==> config.mk <==
export PLATFORM = sky130hd
export DESIGN_NAME = dbg_probe_mux
export DESIGN_NICKNAME = d
export VERILOG_FILES = /design/src/rtl/dbg_probe_mux.sv
export SDC_FILE = /design/constraint.sdc
export NUM_CORES = 1
export LEC_CHECK = 0
export CELL_PAD_IN_SITES_DETAIL_PLACEMENT = 1
export CELL_PAD_IN_SITES_GLOBAL_PLACEMENT = 2
export CORE_AREA = 2 2 182 131
export CTS_CLUSTER_DIAMETER = 80
export DETAILED_ROUTE_END_ITERATION = 10
export DIE_AREA = 0 0 184 133
export GPL_TIMING_DRIVEN = 0
export PLACE_DENSITY = 0.69
export SLEW_MARGIN = 15
export SYNTH_ARGS = -nofsm -noshare
export SYNTH_HDL_FRONTEND = slang
export SYNTH_SLANG_ARGS = --single-unit
==> constraint.sdc <==
create_clock -name clk -period 2.5 [get_ports clk]
set_clock_uncertainty 0.15 [all_clocks]
set_input_delay 0.25 -clock clk [delete_from_list [all_inputs] [get_ports clk]]
set_output_delay 0.25 -clock clk [all_outputs]
set_load 0.01 [all_outputs]
==> src/rtl/dbg_probe_mux.sv <==
// dbg_probe_mux: registered debug display selector.
// Picks one LED_W-bit slice of NCH probe words for the board LEDs. The slice
// comes from the select input, from an auto-scan sequencer, or from a frozen
// snapshot of the probe bus taken on a trigger.
// Optional feature macro: DBG_AUTOSCAN_EN compiles in the auto-scan divider
// and scan index. Without it, mode 01 behaves exactly like direct mode.
// Handshake: none. Every input is level-sampled on the rising clock edge.
module dbg_probe_mux #(
   parameter int NCH      = 4,
   parameter int W        = 32,
   parameter int LED_W    = 16,
   parameter int SCAN_DIV = 8,
   localparam int S       = W / LED_W,
   localparam int CW      = $clog2(NCH),
   localparam int SW      = (S > 1) ? $clog2(S) : 1
) (
   input  logic                 clk,
   input  logic                 rst,
   input  logic [NCH*W-1:0]     probe_bus,
   input  logic [CW+SW-1:0]     sel,
   input  logic [1:0]           mode,
   input  logic                 trig,
   input  logic                 clr,
   output logic [LED_W-1:0]     Led_out,
   output logic [CW+SW-1:0]     cur_sel,
   output logic                 frozen
);

   localparam int NSL = NCH * S;
   localparam int IW  = $clog2(NSL);

   logic [NCH*W-1:0] snapshot;
   logic [NCH*W-1:0] src;
   logic [LED_W-1:0] src_sl [NSL];
   logic [CW-1:0]    idx_ch;
   logic [SW-1:0]    idx_sl;
   logic [IW-1:0]    idx_lin;
   logic [LED_W-1:0] disp_val;
   logic             mode_frz;

   assign mode_frz = (mode == 2'b10);

   // While frozen, the display reads the snapshot instead of the live bus.
   assign src = frozen ? snapshot : probe_bus;

   // Flat view of the source: one entry per slice, channel-major order.
   for (genvar g = 0; g < NSL; g++) begin : g_slice
      assign src_sl[g] = src[g*LED_W +: LED_W];
   end

`ifdef DBG_AUTOSCAN_EN
   localparam int DW = (SCAN_DIV > 1) ? $clog2(SCAN_DIV) : 1;

   logic [DW-1:0] scan_div;
   logic [CW-1:0] scan_ch;
   logic [SW-1:0] scan_sl;
   logic          auto_mode;

   assign auto_mode = (mode == 2'b01);

   // Scan sequencer: hold each slice SCAN_DIV cycles, then step slice-first.
   // Held at {0,0} outside auto-scan so that every entry starts from the top.
   always_ff @(posedge clk or negedge rst) begin
      if (!rst) begin
         scan_div <= '0;
         scan_ch  <= '0;
         scan_sl  <= '0;
      end else if (!auto_mode) begin
         scan_div <= '0;
         scan_ch  <= '0;
         scan_sl  <= '0;
      end else if (scan_div == DW'(SCAN_DIV - 1)) begin
         scan_div <= '0;
         if (scan_sl == SW'(S - 1)) begin
            scan_sl <= '0;
            scan_ch <= (scan_ch == CW'(NCH - 1)) ? '0 : scan_ch + CW'(1);
         end else begin
            scan_sl <= scan_sl + SW'(1);
         end
      end else begin
         scan_div <= scan_div + DW'(1);
      end
   end

   // Display index: the scan index in auto-scan, the select input otherwise.
   always_comb begin
      idx_ch = sel[CW+SW-1:SW];
      idx_sl = sel[SW-1:0];
      if (auto_mode) begin
         idx_ch = scan_ch;
         idx_sl = scan_sl;
      end
   end
`else
   // Display index comes straight from the select input.
   always_comb begin
      idx_ch = sel[CW+SW-1:SW];
      idx_sl = sel[SW-1:0];
   end
`endif

   // Slice lookup. An index with no backing data displays all ones.
   always_comb begin
      disp_val = '1;
      idx_lin  = '0;
      if ((int'(idx_ch) < NCH) && (int'(idx_sl) < S)) begin
         idx_lin  = IW'(int'(idx_ch) * S + int'(idx_sl));
         disp_val = src_sl[idx_lin];
      end
   end

   // Freeze control. The first trigger captures the bus. A clear, or leaving
   // freeze mode, releases it; on a clear/trigger collision the clear wins.
   always_ff @(posedge clk or negedge rst) begin
      if (!rst) begin
         frozen   <= 1'b0;
         snapshot <= '0;
      end else if (!mode_frz || clr) begin
         frozen   <= 1'b0;
      end else if (!frozen && trig) begin
         frozen   <= 1'b1;
         snapshot <= probe_bus;
      end
   end

   // Output register. The value and its index are registered together.
   always_ff @(posedge clk or negedge rst) begin
      if (!rst) begin
         Led_out <= '0;
         cur_sel <= '0;
      end else begin
         Led_out <= disp_val;
         cur_sel <= {idx_ch, idx_sl};
      end
   end

endmodule

# --- Word-level counts from Yosys, hierarchy flattened ---
# Cells that the tools add are included.
op_classes:
  n_bitwise: 2
  n_mux: 6
  reduce_logical: 6
  add_sub_neg: 1
  n_eq_ne: 1
  order_cmp: 1
ops:
  columns: ["cell", "n"]
  rows:
  - ["128-bit 2-to-1 mux", 1]
  - ["16-bit binary-select mux with 3-bit select", 1]
  - ["16-bit 2-to-1 mux", 2]
  - ["4-bit >= comparator, second input constant", 1]
  - ["3-bit NOT with 4-bit output", 1]
  - ["3-bit by 1-bit adder with 3-bit output", 1]
  - ["2-bit equality test, second input constant", 1]
  - ["1-bit logical NOT", 2]
  - ["1-bit 2-to-1 mux", 2]
  - ["2-bit AND reduction", 1]
  - ["2-bit nonzero test", 1]
  - ["1-bit logical AND", 1]
  - ["1-bit logical OR", 1]
  - ["1-bit NOT", 1]
totals:
  regBits: 148
  in_bits: 137
  out_inout_bits: 20

# --- Longest topological paths before layout ---
logic_depth:
  ltp_word: 5
  depth_mapped: 5
  depth_no_buf: 3

# --- Worst setup path after synthesis ---
# OpenSTA, ideal clock, no wires.
synth_path:
  path_kind: "reg2reg"
  startpoint: "register frozen"
  endpoint: "register Led_out[10]"
  setup_ns: 0.124
  required_ns: 2.226
  path_stages_with_launch: 6
  path_buffers: 2
  arrival_ns: 1.505
  slack_ns: 0.721
  cell_sequence: "dfrtp_1 buf_6 buf_6 mux4_2 a22oi_1 nand2_1"
synth_via:
  elab_chain_cells: 4
synth_lines:
  columns: ["item", "line_no", "rtl"]
  rows:
  - ["start: declaration", "26", "output logic frozen"]
  - ["start signal: assignment", "116", "frozen <= 1'b0;"]
  - ["start signal: assignment", "119", "frozen <= 1'b0;"]
  - ["start signal: assignment", "121", "frozen <= 1'b1;"]
  - ["128-bit 2-to-1 mux", "44", "assign src = frozen ? snapshot : probe_bus;"]
  - ["16-bit binary-select mux with 3-bit select", "108", "disp_val = src_sl[idx_lin];"]
  - ["16-bit 2-to-1 mux (not written as such) (2 in series)", "108", null]
  - ["named net disp_val[10]", "38", "logic [LED_W-1:0] disp_val;"]
  - ["end signal: assignment", "132", "Led_out <= disp_val;"]
  - ["end: declaration", "24", "output logic [LED_W-1:0] Led_out,"]
# The timed path passes the listed nets, and every way through them passes these cells. The select of a mux whose other input is x is not followed.
# A chain may end at the register's enable or synchronous reset.

# --- Final worst setup path ---
layout_path:
  startpoint: "input port sel[0]"
  endpoint: "register Led_out[4]"
layout_via:
  elab_chain_cells: 5
layout_lines:
  columns: ["item", "line_no", "rtl"]
  rows:
  - ["start: declaration", "20", "input logic [CW+SW-1:0] sel,"]
  - ["3-bit by 1-bit adder with 3-bit output", "107", "idx_lin = IW'(int'(idx_ch) * S + int'(idx_sl));"]
  - ["3-bit NOT with 4-bit output (not written as such)", "108", null]
  - ["16-bit binary-select mux with 3-bit select", "108", null]
  - ["16-bit 2-to-1 mux (not written as such) (2 in series)", "108", null]
  - ["named net disp_val[4]", "38", null]
# The timed path passes the listed nets, and every way through them passes these cells. The select of a mux whose other input is x is not followed.

==> impl_metrics.json <==
{
  "ios": 157,
  "hp-class": "primary input to flop",
  "finalSetupTns_ns": 0,
  "clockBufferDepth": 2,
  "outcome": "finished clean",
  "cts_tree": "done",
  "powerDensity_nw_per_um2": 703,
  "seq_area_sq_um": 3700,
  "dr.pass1.iters": 4,
  "grt_max_degree": 87,
  "final_cell_mix": "155 x clkdlybuf4s50_1, 148 x dfrtp_1, 120 x mux2_1, 57 x mux4_2, 32 x a22oi_1",
  "worstMarginPinSlew_ns": 0.806,
  "setup_viol": 0,
  "path_delay_family": "buffers and inverters",
  "grt_util_all_layers_pct": 18.5,
  "drtAntennaViolNets": 0,
  "max_cap_violations": 0,
  "total_leakage_power_nw": 3.90,
  "finalCriticalPeriod_ns": 2.31,
  "slew_headroom_pct": 46.3,
  "drt_iter0_markers": 267,
  "grt_remaining_overflow": 0,
  "timing.hold.ws_ns": 0.159,
  "ys_seq_area_share_pct": 51.7,
  "fin_nets": 744,
  "synth.net_count": 567,
  "vias_per_cell": 5.18,
  "total_power_w": 0.00684,
  "synthToLayoutAreaGrowth_pct": 35.9,
  "fin_ws_ns": 0.189,
  "routabilityCongestion": 0.765,
  "critPathArrivalTime_ns": 2.47,
  "portBuffers": 156,
  "start_util_pct": 31.2,
  "utilization_pct": 42.4,
  "post-route-period-util_pct": 92.4,
  "clk_pin_slew_worst_paths_ns": 0.07,
  "drc_errors": 0,
  "startpoint_type": "primary input",
  "cts_sinks": 148,
  "htreeDepth": 4,
  "std_cell_rows": 47,
  "first_global_vias": 5387,
  "cts-root-buf": "clkbuf_16",
  "ir_drop_mv": 0.459,
  "place_ws_ns": -0.341,
  "grt_first_pass_wirelength_um": 32900,
  "synth_area_sq_um": 7160,
  "die_h_um": 133,
  "multi_input_area_sq_um": 3260,
  "synth.distinct_cells": 18,
  "end_kind": "flop",
  "fmax_mhz": 433,
  "hold_violations": 0,
  "routedWlPerCell_um": 23.3,
  "routed_wl_um": 21300,
  "vias": 4736,
  "critPathKind": "primary input to flop",
  "critPathSlowestCell": "clkbuf_1",
  "syn_area_per_cell_sq_um": 16.7,
  "drive_gt1_share_pct": 19.2,
  "coreArea_sq_um": 22900,
  "insertion_delay_ns": 0.44,
  "dieWidth_um": 184,
  "worstPathRequired_ns": 2.66,
  "fillers": 2306,
  "finalMaxSlewViolations": 0,
  "rsz0062_at_grt": "false",
  "yosys_warnings": 0,
  "cp_cell_sequence": "clkdlybuf4s50_1 > buf_2 > clkbuf_1 > mux4_2 > a22oi_1 > nand2_1",
  "critical_path.max_stage_delay_ns": 0.62,
  "antenna_found_initial": 4,
  "path_max_fanout": 10,
  "numCtsBuffers": 17,
  "hpwl_um": 16000,
  "dieArea_sq_um": 24500,
  "final_common_cell": "clkdlybuf4s50_1",
  "synth_cells": 430,
  "ctsResizeCount": 0,
  "synth-seq-cells": 148,
  "critPathBufInv": 3
}
## sequential cells by signal (all words and copies together), names as in the netlist
| name | flops |
|---|---|
| Led_out | 16 |
| frozen | 1 |
| snapshot | 128 |
| cur_sel | 3 |
## cell families (layout without fill, tap and decap cells)
group	count (synthesis)	in the layout	synth area share (%)
other	0	1	0
AO/OA/AOI/OAI	33	33	3.46
multiplexers	192	192	40.6
buffers and inverters	35	225	2.78
flip-flops	148	148	51.7
AND/OR/NAND/NOR	22	22	1.43
## final cells by class
class | count | area share, %
Tap cell | 294 | 3.78
Clock inverter | 12 | 1.52
Antenna cell | 1 | 0.0257
Timing Repair Buffer | 158 | 16.5
Sequential cell | 148 | 38.1
Buffer | 35 | 2.04
Clock buffer | 20 | 4.59
Multi-Input combinational cell | 247 | 33.5
## final timing paths
path,from,to,slack (ns),cells after the start
worst max register to register,frozen$_DFFE_PN0P_,Led_out[4]$_DFF_PN0_,0.38,5
worst min-delay path,sel[0],cur_sel[0]$_DFF_PN0_,0.16,1
min in group asynchronous,rst,cur_sel[0]$_DFF_PN0_,0.21,2
worst min register to register,snapshot[101]$_DFFE_PN0P_,snapshot[101]$_DFFE_PN0P_,0.33,1
worst max-delay path,sel[0],Led_out[4]$_DFF_PN0_,0.19,6
max in group asynchronous,rst,snapshot[40]$_DFFE_PN0P_,1.18,3
## routing by layer
metal / track usage, % / vias to the layer above / wire length, um
met4: 4.76 / 2 / 271
met5: 0 / - / 13
met2: 28.6 / 134 / 9890
met1: 25.8 / 2539 / 9800
met3: 5.37 / 26 / 1350
li1: - / 2035 / -
## Yosys cell counts, drive strengths merged
cell type	count	area share (%)
a22oi	32	3.4
and2	1	0.087
buf	23	2.1
clkbuf	12	0.63
dfrtp	148	52
mux2	128	20
mux4	64	20
nand2	16	0.84
nand3b	1	0.10
nor2	1	0.052
nor2b	2	0.17
nor3b	1	0.17
o21a	1	0.10
## metrics by stage
step	instances	instance area, sq um
3_3_place_gp	880	9090
2_1_floorplan	430	7160
6_report	915	9730
4_1_cts	914	9730
5_1_grt	914	9730
3_5_place_dp	881	9120
## where the power goes
part / internal [W] / leakage [nW] / switching [W]
registers: 0.00289 / 1.78 / 0.000235
clock network: 0.00152 / 0.290 / 0.00108
logic: 0.000681 / 1.83 / 0.000442
## what timing repair did
action,CTS,global route
endpoints found under the setup margin,0,0
setup buffers,0,0
hold buffers,1,0
endpoints found under the hold margin,62,0
Note: power is estimated with default switching activity, not from simulation.
